## config.mk

```make
export PLATFORM = sky130hd
export DESIGN_NAME = ecp5_dpr16x4_fifo_ctrl
export DESIGN_NICKNAME = d
export VERILOG_FILES = /design/src/rtl/ecp5_dpr16x4_fifo_ctrl.sv
export SDC_FILE = /design/constraint.sdc
export NUM_CORES = 1
export LEC_CHECK = 0
export ABC_CLOCK_PERIOD_IN_PS = 2800
export CAP_MARGIN = 30
export CORE_AREA = 10 10 63 65
export DETAILED_ROUTE_END_ITERATION = 16
export DIE_AREA = 0 0 73 75
export PLACE_DENSITY = 0.82
export SYNTH_ARGS = -nofsm -noshare
export SYNTH_HDL_FRONTEND = slang
export SYNTH_SLANG_ARGS = --single-unit
```

## constraint.sdc

```tcl
create_clock -name CLK -period 2.8 [get_ports CLK]
set_input_delay 0.42 -clock CLK [delete_from_list [all_inputs] [get_ports CLK]]
set_output_delay 0.42 -clock CLK [all_outputs]
set_load 0.005 [all_outputs]
```

## src/rtl/ecp5_dpr16x4_fifo_ctrl.sv

```systemverilog
// rtl/ecp5_dpr16x4_fifo_ctrl.sv - FWFT FIFO controller for one TRELLIS_DPR16X4 LUTRAM
//
// Drives the write port of a 16x4 distributed RAM and captures its
// asynchronous read data in a single output register. The register counts
// as a 17th storage slot, so LEVEL runs 0..17.
//
// Ports:
//   CLK          in   single clock, also the RAM WCK
//   LSR          in   synchronous active-high reset
//   S_DATA[3:0]  in   write data
//   S_VALID      in   write request
//   S_READY      out  a write will be accepted this cycle
//   M_DATA[3:0]  out  registered read data
//   M_VALID      out  M_DATA holds a valid word
//   M_READY      in   consumer accepts M_DATA
//   RAM_DI[3:0]  out  RAM write data
//   RAM_WAD[3:0] out  RAM write address
//   RAM_WRE      out  RAM write enable, active high
//   RAM_RAD[3:0] out  RAM read address
//   RAM_DO[3:0]  in   RAM asynchronous read data
//   LEVEL[4:0]   out  words held (RAM plus output register)
//   ALMOST_FULL  out  LEVEL >= AFULL_LEVEL
//   ALMOST_EMPTY out  LEVEL <= AEMPTY_LEVEL

module ecp5_dpr16x4_fifo_ctrl #(
    parameter int AFULL_LEVEL  = 14,
    parameter int AEMPTY_LEVEL = 1
) (
    input  logic       CLK,
    input  logic       LSR,
    input  logic [3:0] S_DATA,
    input  logic       S_VALID,
    output logic       S_READY,
    output logic [3:0] M_DATA,
    output logic       M_VALID,
    input  logic       M_READY,
    output logic [3:0] RAM_DI,
    output logic [3:0] RAM_WAD,
    output logic       RAM_WRE,
    output logic [3:0] RAM_RAD,
    input  logic [3:0] RAM_DO,
    output logic [4:0] LEVEL,
    output logic       ALMOST_FULL,
    output logic       ALMOST_EMPTY
);

    localparam logic [4:0] AFULL_THR  = 5'(AFULL_LEVEL);
    localparam logic [4:0] AEMPTY_THR = 5'(AEMPTY_LEVEL);

    logic [3:0] wptr;
    logic [3:0] rptr;
    logic [4:0] rcnt;
    logic       push;
    logic       load;

    // S_READY looks only at the RAM occupancy: a pop this cycle frees a
    // slot next cycle, keeping M_READY out of the write-side timing path.
    assign S_READY = ~LSR & (rcnt != 5'd16);
    assign push    = S_VALID & S_READY;

    // Refill the output register whenever it is empty or being drained.
    // rcnt != 0 guarantees rptr != wptr, so the async read never sees the
    // word being written on this edge.
    assign load = (rcnt != 5'd0) & (~M_VALID | M_READY) & ~LSR;

    assign RAM_WRE = push;
    assign RAM_WAD = wptr;
    assign RAM_DI  = S_DATA;
    assign RAM_RAD = rptr;

    assign LEVEL        = rcnt + {4'd0, M_VALID};
    assign ALMOST_FULL  = (LEVEL >= AFULL_THR);
    assign ALMOST_EMPTY = (LEVEL <= AEMPTY_THR);

    always_ff @(posedge CLK) begin
        if (LSR) begin
            wptr    <= 4'd0;
            rptr    <= 4'd0;
            rcnt    <= 5'd0;
            M_VALID <= 1'b0;
            M_DATA  <= 4'h0;
        end else begin
            if (push) begin
                wptr <= wptr + 4'd1;
            end
            if (load) begin
                M_DATA  <= RAM_DO;
                M_VALID <= 1'b1;
                rptr    <= rptr + 4'd1;
            end else if (M_VALID & M_READY) begin
                M_VALID <= 1'b0;
            end
            rcnt <= rcnt + {4'd0, push} - {4'd0, load};
        end
    end

endmodule

```

**Word-level counts from Yosys, hierarchy flattened**

Index checks and enable logic that the tools add are counted.

- Bits of input ports: 12
- Output and inout port bits: 26
- Memory bits (read-only): 0
- Logic and storage cells: 25
- Memories kept: 0
- Memory bits (writable): 0
- Register bits: 18
- Bits in latches: 0

- Multiply operators: 0
- Div/mod/pow operators: 0
- Add/sub/neg operators: 5
- Reduce and logical (&&, ||, !) cells: 2
- Shift operators: 0
- $lt $le $gt $ge: 2
- Equal/unequal tests: 1
- Muxes and demuxes: 2
- Bitwise gates (word level): 8

Operator list:

| operator | number |
|---|---|
| adder 5 x 1 -> 5 bit | 2 |
| adder 4 x 1 -> 4 bit (second input constant) | 2 |
| bitwise AND 1 bit | 5 |
| >= comparator 5 x 4 -> 1 bit (second input constant) | 1 |
| <= comparator 5 x 1 -> 1 bit (second input constant) | 1 |
| != test 5 bit (second input constant) | 1 |
| nonzero test 5 bit | 1 |
| subtractor 5 x 1 -> 5 bit | 1 |
| 2-to-1 mux 1 bit | 2 |
| NOT 1 bit | 2 |
| nonzero test 2 bit | 1 |
| OR 1 bit | 1 |

**Depth between registers and ports, before layout**

Gate-level depths: netlist of the first run.

- Depth after elaboration: 5
- Gate-level depth with buffers: 12
- Gate-level depth less buffers: 11

**Worst setup path after synthesis of the first run**

OpenSTA, ideal clock, no wires.

- Path kind: register to register
- Start point: reg rcnt[2]
- End point: reg rcnt[4]
- Data required time: 2.730 ns
- Clock period less this slack: 2.715 ns
- Arrival: 2.645 ns
- Setup slack: 0.085 ns
- Stages on the path, launching flop included: 13
- Library setup time: 0.070 ns
- Path buffers: 1
- Path through: dfxtp_1 inv_1 ha_1 nor4b_1 buf_2 nor3_1 ha_1 inv_1 ha_1 fa_1 a21o_1 a2111oi_0 o21bai_1

- Elaborated cells on any way between the ends: 8
- Those cells by class: add/sub (2); eq/ne (1); bitwise (4); reduce/logical (1)

RTL lines:

| what | line | source |
|---|---|---|
| start, declared | 52 | `logic [4:0] rcnt;` |
| start signal, assigned | 93 | `rcnt <= rcnt + {4'd0, push} - {4'd0, load};` |
| nonzero test 5 bit | 64 | `assign load = (rcnt != 5'd0) & (~M_VALID \| M_READY) & ~LSR;` |
| bitwise AND 1 bit (2 in a row) | 64 |  |
| via load | 54 | `logic load;` |
| subtractor 5 x 1 -> 5 bit | 93 |  |

The timed path passes the listed nets, and every way through them passes these cells.
A chain may end at the register's enable or synchronous reset.

**Worst setup path after layout of the first run**

Ends and elaborated chain as after synthesis.

==> summary.md, run 1 <==
| Metric | Value |
|---|---|
| Mapped Area | 1050 um2 |
| Area growth syn-to-layout | 36.1% |
| Final ANT Viol Nets | 0 |
| Final min period | 2.62 ns |
| Final TNS setup | 0 ns |
| Number of global-route vias before repair | 913 |
| # rows | 19 |
| Most frequent cells in the layout | clkdlybuf4s50_1 (29), dfxtp_1 (18), ha_1 (12) |
| FF-to-FF setup slack | 0.18 ns |
| Initial core utilization | 0.389 |
| Ports | 38 |
| Total Wirelength | 2560 um |
| Worst flop-to-flop path startpoint | rcnt[2]$_SDFF_PP0_ |
| Worst hold start | M_DATA[1]$_SDFFE_PP0P_ |
| Worst skew pair latency | 0.29 ns |
| CP Max Fanout | 3 |
| Drt first-iter violations | 45 |
| Routed len/inst | 14.3 um |
| FF-to-FF End | rcnt[4]$_SDFF_PP0_ |
| Largest net degree at the start of global routing | 21 |
| Initial antenna violation count | 0 |
| Reg clk slew, reported paths | 0.10 ns |
| Worst path depth | 11 |
| Actual slew at the worst max-slew pin | 0.319 ns |
| Pleak | 0.604 nW |
| Remaining Overflow, GRT | 0 |
| Worst endpoint required time | 3.03 ns |
| Seq/Total Area, Yosys | 0.342 |
| Sink Count | 18 |
| Part of the cycle the worst path needs | 0.935 |
| Final nets | 174 |
| Synth unique cells | 34 |
| Die ar. | 5480 um2 |
| Final hold vios | 0 |
| RSZ-0062 raised after global routing | no |
| Share of cells above drive strength 1 | 0.108 |
| P_int | 0.000882 W |
| CP Buf/Inv Count | 2 |
| Most used cell, CP | ha_1 |
| Sequential share of power | 0.294 |
| Die Width | 73 um |
| Fmax | 0.382 GHz |
| Max_slew headroom | 0.787 |
| Drt first pass iters | 4 |
| Pwr Density | 985 nW/um2 |
| Crit Path Class | reg -> reg |
| Layout Cells excl Fill | 179 |
| GR Util All Layers | 0.0933 |
| Pins Over Slew Limit | 0 |
| Vias per Instance | 5.11 |
| Avg Cell Area, Syn | 8.93 um2 |
| Worst path slowest cell | fa_1 |
| Switching share of power | 0.376 |
| Max_cap viols | 0 |
| DP HPWL | 2050 um |
| Placed cell count | 175 |
| Crit. End Element | flop |
| Hold Path Class | reg -> reg |
| Sw power | 0.000530 W |
| DR vias | 915 |
| Core area | 2710 um2 |
| Setup Skew | 0.00161 ns |
| Arrival time at the worst endpoint | 2.84 ns |
| Worst setup SP type | flop |
| CTS tree | yes |
| Critical path cell sequence | inv_1, ha_1, nor4b_4, nor3_1, ha_1, inv_1, ha_1, fa_1, a21o_1, a2111oi_2, o21bai_1 |
| WHS Path Cells | 2 |
| Outcome | complete, no violations |
| Die H | 75 um |
| # DRC | 0 |
| #FFs+latches synth | 18 |
| Clock power frac | 0.112 |
| CTS buffer count | 3 |
| Core Util, Final | 0.529 |
| Comb power frac | 0.594 |
| GPL Wtd Cong | 0.761 |
| Synth warnings | 0 |
| Global-route wire length before repair | 4220 um |
| Net count after synthesis | 143 |
| Most common cell after layout, fill and taps aside | clkdlybuf4s50_1 |
| VDD IR max | 0.826 mV |
| Clk root buf | clkbuf_4 |
| Max incr delay on CP | 0.40 ns |
| CP delay by family, top | adder cells |
| Finish-stage setup viols | 0 |
| Ant. Diodes | 0 |
| IO buf count | 29 |
| Worst hold path endpoint | M_DATA[1]$_SDFFE_PP0P_ |
| Max clock buf depth | 2 |
| R2R depth | 11 |
| H-tree levels | 1 |
| Mapped Cells | 118 |
cell type report:
cell class	count	area (um2)
multi-input combinational	83	633
clock buffer	4	36.3
fill	259	1280
inverter	8	30.0
tap	31	38.8
timing repair buffer	35	335
sequential	18	360
layer usage:
metal	share of wire	vias up	track usage
li1	-	467	-
met1	0.40	421	0.0970
met2	0.49	23	0.165
met3	0.10	4	0.0539
met4	0.0074	0	0.00844
met5	0	-	0
cells in the mapped netlist, drive strengths merged:
| master | n | share of area |
|---|---|---|
| nand3 | 8 | 0.043 |
| nor4b | 1 | 0.0083 |
| nor4 | 1 | 0.0059 |
| or3 | 2 | 0.012 |
| mux2 | 3 | 0.032 |
| a31o | 1 | 0.0083 |
| o21ai | 7 | 0.033 |
| inv | 8 | 0.029 |
| nand2b | 1 | 0.0059 |
| nor2 | 6 | 0.021 |
| a21oi | 11 | 0.052 |
| xor2 | 2 | 0.017 |
| nor3b | 1 | 0.0071 |
| or4b | 1 | 0.0095 |
| o21bai | 1 | 0.0071 |
| ha | 12 | 0.14 |
| a21o | 2 | 0.014 |
| nor3 | 2 | 0.0095 |
| fa | 1 | 0.019 |
| or2b | 1 | 0.0071 |
| clkbuf | 3 | 0.011 |
| o31ai | 1 | 0.0071 |
| and4bb | 1 | 0.012 |
| xnor2 | 3 | 0.025 |
| nand2 | 5 | 0.018 |
| nor2b | 5 | 0.030 |
| mux2i | 2 | 0.019 |
| buf | 6 | 0.038 |
| dfxtp | 18 | 0.34 |
| a2111oi | 1 | 0.0083 |
| or4 | 1 | 0.0071 |
worst register-to-register path, cell delays in order (launching register included):
cell and delay [ns]:
dfxtp_1 0.33, inv_1 0.08, ha_1 0.20, nor4b_4 0.23
nor3_1 0.08, ha_1 0.27, inv_1 0.04, ha_1 0.19
fa_1 0.41, a21o_1 0.22, a2111oi_2 0.36, o21bai_1 0.16
logic make-up (layout without fill, tap and decap cells):
family / count (synthesis) / in the layout / share of synthesized area
and+or+nand+nor: 36 / 36 / 0.196
DFF: 18 / 18 / 0.342
AOI/OAI and AO/OA: 24 / 24 / 0.131
buffers and inverters: 17 / 47 / 0.0772
xor gates and xnor gates: 5 / 5 / 0.0416
muxes: 5 / 5 / 0.0511
adders and majority gates: 13 / 13 / 0.162
flip-flops by register name, indices dropped and copies added (netlist names):
signal	count
M_DATA	4
M_VALID	1
RAM_RAD	4
RAM_WAD	4
rcnt	5
repair_timing:
| item | 4_1_cts | 5_1_grt |
|---|---|---|
| endpoints found under the setup margin | 1 | 1 |
| setup buffers | 0 | 0 |
| pin swaps | 0 | 0 |
| hold buffers | 0 | 0 |
| resized for setup | 1 | 3 |
| gates cloned | 0 | 0 |
stage by stage:
step                worst slack (ns)  hold WS (ns)  total power [W]  area, um2
floorplan                     0.0849         0.459         0.000871       1050
detailed placement           -0.0836         0.477          0.00123       1380
global placement              0.0687         0.453          0.00118       1380
finish                         0.182         0.487          0.00141       1430
global route                 0.00446         0.527          0.00154       1430
CTS                           0.0542         0.493          0.00139       1420
worst max path at each step:
stage                    endpoint                from  slack (ns)
2_1_floorplan  rcnt[4]$_SDFF_PP0_  rcnt[2]$_SDFF_PP0_        0.08
3_3_place_gp   rcnt[4]$_SDFF_PP0_             M_READY        0.07
3_5_place_dp   rcnt[4]$_SDFF_PP0_             M_READY       -0.08
4_1_cts        rcnt[4]$_SDFF_PP0_  rcnt[2]$_SDFF_PP0_        0.05
5_1_grt        rcnt[4]$_SDFF_PP0_  rcnt[3]$_SDFF_PP0_       0.004
6_report       rcnt[4]$_SDFF_PP0_  rcnt[2]$_SDFF_PP0_        0.18
power groups by stage:
stage / combinational, W / clock [W] / sequential [W]
after floorplan: 0.000467 / 0 / 0.000404
after global placement: 0.000778 / 0 / 0.000404
after detailed placement: 0.000818 / 0 / 0.000410
after CTS: 0.000823 / 0.000164 / 0.000408
after global routing: 0.000937 / 0.000176 / 0.000430
final: 0.000839 / 0.000158 / 0.000415
(Power assumes the default switching activity.)
==> inputs of run 2 (changes only) <==
Settings changed: ABC_AREA from default to 0, PLACE_DENSITY 0.82 to 0.84.
==> summary.md, run 2 (synthesis results as in run 1) <==
| Metric | Value |
|---|---|
| Share of cells above drive strength 1 | 0.114 |
| GPL Wtd Cong | 0.753 |
| Largest net degree at the start of global routing | 17 |
| Worst setup SP type | flop |
| Max incr delay on CP | 0.41 ns |
| Total Wirelength | 2660 um |
| # DRC | 0 |
| Initial core utilization | 0.389 |
| GR Util All Layers | 0.102 |
| Pleak | 0.606 nW |
| Die Width | 73 um |
| Finish-stage setup viols | 0 |
| Setup Skew | 0.000957 ns |
| Worst endpoint required time | 3.03 ns |
| FF-to-FF setup slack | 0.15 ns |
| Storage cell area | 360 um2 |
| Max clock buf depth | 2 |
| DR top layer | met4 |
| H-tree levels | 1 |
| CTS buffer count | 3 |
| Final hold vios | 0 |
| Reg clk slew, reported paths | 0.10 ns |
| CTS tree | yes |
| RSZ-0062 raised after global routing | no |
| Core area | 2710 um2 |
| Drt first pass iters | 4 |
| Part of the cycle the worst path needs | 0.948 |
| Placed cell count | 176 |
| Routed len/inst | 14.8 um |
| Remaining Overflow, GRT | 0 |
| Fmax | 0.377 GHz |
| CP Max Fanout | 3 |
| Die H | 75 um |
| Arrival time at the worst endpoint | 2.88 ns |
| VDD IR max | 0.597 mV |
| Pwr Density | 981 nW/um2 |
| Pins Over Slew Limit | 0 |
| Actual slew at the worst max-slew pin | 0.327 ns |
| DR vias | 962 |
| Max_cap viols | 0 |
| Die ar. | 5480 um2 |
| Critical path cell sequence | inv_1, ha_1, nor4b_4, nor3_1, ha_1, inv_1, ha_1, fa_1, a21o_1, a2111oi_2, o21bai_1 |
| Worst path slowest cell | fa_1 |
| Global-route wire length before repair | 4580 um |
| IO buf count | 29 |
| Drt first-iter violations | 30 |
| Register with the most flip-flops | rcnt |
| Area growth syn-to-layout | 36.2% |
| Max_slew headroom | 0.781 |
| M1 WL | 1040 um |
| Vias per Instance | 5.34 |
| WL met2 | 1370 um |
| Multi-input logic area | 633 um2 |
| Number of global-route vias before repair | 1001 |
| Hold Slack | 0.491 ns |
| Final ANT Viol Nets | 0 |
| # hold bufs at CTS | 0 |
| Final Total Pwr | 0.00141 W |
| Clk root buf | clkbuf_4 |
| Sink Count | 18 |
| Most used cell, CP | ha_1 |
| Final min period | 2.65 ns |
| Crit Path Class | reg -> reg |
| Initial antenna violation count | 0 |
| Ant. Diodes | 0 |
| Layout Cells excl Fill | 180 |
| Worst skew pair latency | 0.29 ns |
| # rows | 19 |
| Crit. End Element | flop |
| Ports | 38 |
| Final TNS setup | 0 ns |
| DP HPWL | 2140 um |
| Met3 WL | 196 um |
| Outcome | complete, no violations |
| Most frequent cells in the layout | clkdlybuf4s50_1 (29), dfxtp_1 (18), ha_1 (12) |
| Max FFs per register | 5 |
| Hold Path Class | reg -> reg |
| Most common cell after layout, fill and taps aside | clkdlybuf4s50_1 |
| Fillers | 271 |
| Final nets | 176 |
-- run 2: cell types whose count changed in the layout (fill, tap and decap cells not counted) --
cell and change:
buf_4 +2, clkbuf_8 -1
-- run 2: area by class of cell --
| cell class | instances | share of cell area |
|---|---|---|
| multi-input cells | 83 | 0.441 |
| inverters | 8 | 0.0209 |
| flip-flops and latches | 18 | 0.251 |
| well taps | 31 | 0.0270 |
| repair buffers | 37 | 0.244 |
| clock buffers | 3 | 0.0157 |
-- run 2: timing repair --
item	in CTS	in global routing
gates cloned	0	0
endpoints found under the setup margin	1	1
setup buffers	0	1
pin swaps	0	0
gates resized for setup	1	3
hold endpoints to repair	0	0
-- run 2: power breakdown --
group          leakage (nW)  internal [W]  switching (W)
Clock                0.0138     0.0000501      0.0000784
Combinational         0.444      0.000486       0.000376
Sequential            0.148      0.000332      0.0000856
-- run 2: worst paths after layout --
| check | start | end | cells after the start |
|---|---|---|---|
| max | rcnt[2]$_SDFF_PP0_ | rcnt[4]$_SDFF_PP0_ | 11 |
| min | RAM_RAD[3]$_SDFFE_PP0P_ | RAM_RAD[3]$_SDFFE_PP0P_ | 2 |
| max reg2reg | rcnt[2]$_SDFF_PP0_ | rcnt[4]$_SDFF_PP0_ | 11 |
| min reg2reg | RAM_RAD[3]$_SDFFE_PP0P_ | RAM_RAD[3]$_SDFFE_PP0P_ | 2 |
-- run 2: metal layers --
| metal | vias to the layer above | global-route usage |
|---|---|---|
| li1 | 473 | - |
| met1 | 458 | 0.109 |
| met2 | 22 | 0.178 |
| met3 | 9 | 0.0355 |
| met4 | 0 | 0.0443 |
| met5 | - | 0 |
-- run 2: worst max-delay path: cells and delay by family (launching register included) --
family,cells,cell delay (ns)
AND/OR/NAND/NOR,2,0.33
AO/OA/AOI/OAI,3,0.73
flip-flops,1,0.33
buffers and inverters,2,0.12
adder cells (fa/ha/maj),4,1.09
-- run 2: per-stage QoR --
step / worst slack [ns] / util / cell area [um2]
5_1_grt: 0.00189 / 0.530 / 1440
3_3_place_gp: 0.0626 / 0.511 / 1380
3_5_place_dp: -0.0508 / 0.511 / 1380
4_1_cts: 0.0384 / 0.521 / 1410
2_1_floorplan: 0.0849 / - / 1050
6_report: 0.146 / 0.530 / 1440
==> inputs of run 3 (changes only) <==
Settings changed: CORE_AREA 10 10 63 65 to 2 2 55 57, DIE_AREA 0 0 73 75 to 0 0 57 59.
==> summary.md, run 3 (synthesis results as in run 1) <==
| Metric | Value |
|---|---|
| Outcome | complete, no violations |
| Design Area, Final | 1430 um2 |
| Hold Slack | 0.470 ns |
| Area growth syn-to-layout | 35.3% |
| Core area | 2710 um2 |
| Crit. End Element | flop |
| Final Worst Setup Slack | 0.177 ns |
| Ant. Diodes | 0 |
| Final min period | 2.62 ns |
| Fmax | 0.381 GHz |
| Die ar. | 3360 um2 |
| GPL Wtd Cong | 0.799 |
| RSZ-0062 raised after global routing | no |
| Most frequent cells in the layout | clkdlybuf4s50_1 (29), dfxtp_1 (18), a21oi_1 (11), ha_1 (11), inv_1 (8) |
| Number of global-route vias before repair | 919 |
| Remaining Overflow, GRT | 0 |
| Routed len/inst | 12.8 um |
| # DRC | 0 |
| Crit Path Class | reg -> reg |
| Placed cell count | 176 |
| CTS tree | yes |
| Max FFs per register | 5 |
| Max clock buf depth | 2 |
| IO buf count | 29 |
| Finish-stage setup viols | 0 |
| Worst hold start | RAM_WAD[3]$_SDFFE_PP0P_ |
| Actual slew at the worst max-slew pin | 0.319 ns |
| Share of cells above drive strength 1 | 0.108 |
| # rows | 19 |
| Largest net degree at the start of global routing | 17 |
| Part of the cycle the worst path needs | 0.937 |
| R2R depth | 11 |
| Register with the most flip-flops | rcnt |
| Ports | 38 |
| Initial core utilization | 0.389 |
| WHS Path Cells | 1 |
| DP Worst Slack | -0.0234 ns |
| Layout Cells excl Fill | 179 |
| Final hold vios | 0 |
| Pwr Density | 955 nW/um2 |
| Most common cell after layout, fill and taps aside | clkdlybuf4s50_1 |
| Final nets | 175 |
| Drt first-iter violations | 24 |
| Fillers | 260 |
| Placed cell area | 1380 um2 |
| Pleak | 0.599 nW |
| Vias per Instance | 5.17 |
| Max_slew headroom | 0.787 |
| Arrival time at the worst endpoint | 2.86 ns |
| VDD IR max | 0.617 mV |
| Worst hold path endpoint | RAM_WAD[3]$_SDFFE_PP0P_ |
| Worst skew pair latency | 0.29 ns |
| DR vias | 926 |
| Max_cap viols | 0 |
| Reg clk slew, reported paths | 0.09 ns |
| Die H | 59 um |
| CP Max Fanout | 3 |
| CTS buffer count | 3 |
| Setup Skew | 0.00176 ns |
| Total Wirelength | 2280 um |
| Pins Over Slew Limit | 0 |
| Worst flop-to-flop path startpoint | rcnt[2]$_SDFF_PP0_ |
| Drt first pass iters | 4 |
| FF-to-FF End | rcnt[4]$_SDFF_PP0_ |
| Clk root buf | clkbuf_4 |
| Global-route wire length before repair | 3920 um |
| FF-to-FF setup slack | 0.18 ns |
| GR Util All Layers | 0.147 |
| Sink Count | 18 |
| DP HPWL | 1770 um |
| H-tree levels | 1 |
| Worst setup SP type | flop |
| Die Width | 57 um |
| Final TNS setup | 0 ns |
| Hold Path Class | reg -> reg |
| Final ANT Viol Nets | 0 |
| Worst endpoint required time | 3.03 ns |
| Initial antenna violation count | 0 |
-- run 3: cell types whose count changed in the layout (fill, tap and decap cells not counted), sizes merged --
cell	change
buf	-1
-- run 3: how the worst max path moves through the flow --
stage | start | end | cells after the start
after floorplan | rcnt[2]$_SDFF_PP0_ | rcnt[4]$_SDFF_PP0_ | 12
after global placement | M_READY | rcnt[4]$_SDFF_PP0_ | 10
after detailed placement | M_READY | rcnt[4]$_SDFF_PP0_ | 10
after CTS | rcnt[2]$_SDFF_PP0_ | rcnt[4]$_SDFF_PP0_ | 11
after global routing | rcnt[2]$_SDFF_PP0_ | rcnt[4]$_SDFF_PP0_ | 11
final | rcnt[2]$_SDFF_PP0_ | rcnt[4]$_SDFF_PP0_ | 11
-- run 3: layout make-up --
cell class,count,area [um2],area share
inverters,8,30.0,0.0211
multi-input cells,83,631,0.442
repair buffers,36,343,0.241
clock buffers,3,22.5,0.0158
well taps,31,38.8,0.0272
flip-flops and latches,18,360,0.253
-- run 3: layer usage --
layer	vias to the layer above	global-route usage	part of all wire
met2	19	0.253	0.51
met4	0	0.0532	0.0092
met3	4	0.0546	0.058
met1	437	0.167	0.43
li1	466	-	-
met5	-	0	0
-- run 3: worst max-delay path: stages (launching register included) --
cell and delay, ns:
dfxtp_1 0.32, inv_1 0.08, ha_2 0.20, nor4b_4 0.22, nor3_1 0.09, ha_1 0.28, inv_1 0.04, ha_1 0.20
fa_1 0.41, a21o_1 0.21, a2111oi_1 0.36, o21bai_1 0.15
-- run 3: metrics by stage --
step	util	power, W
after global routing	0.526	0.00149
after global placement	0.511	0.00117
after detailed placement	0.511	0.00121
after floorplan	-	0.000871
final	0.526	0.00136
after CTS	0.519	0.00134
-- run 3: power by group --
group          internal (W)  total [W]  switching [W]
combinational      0.000470   0.000822       0.000352
clock             0.0000501   0.000126      0.0000760
sequential         0.000332   0.000413      0.0000812
-- run 3: what timing repair did --
item                                   4_1_cts  5_1_grt
gates resized for setup                      0        4
setup endpoints to repair                    0        1
setup buffers                                0        0
hold buffers                                 0        0
endpoints found under the hold margin        0        0
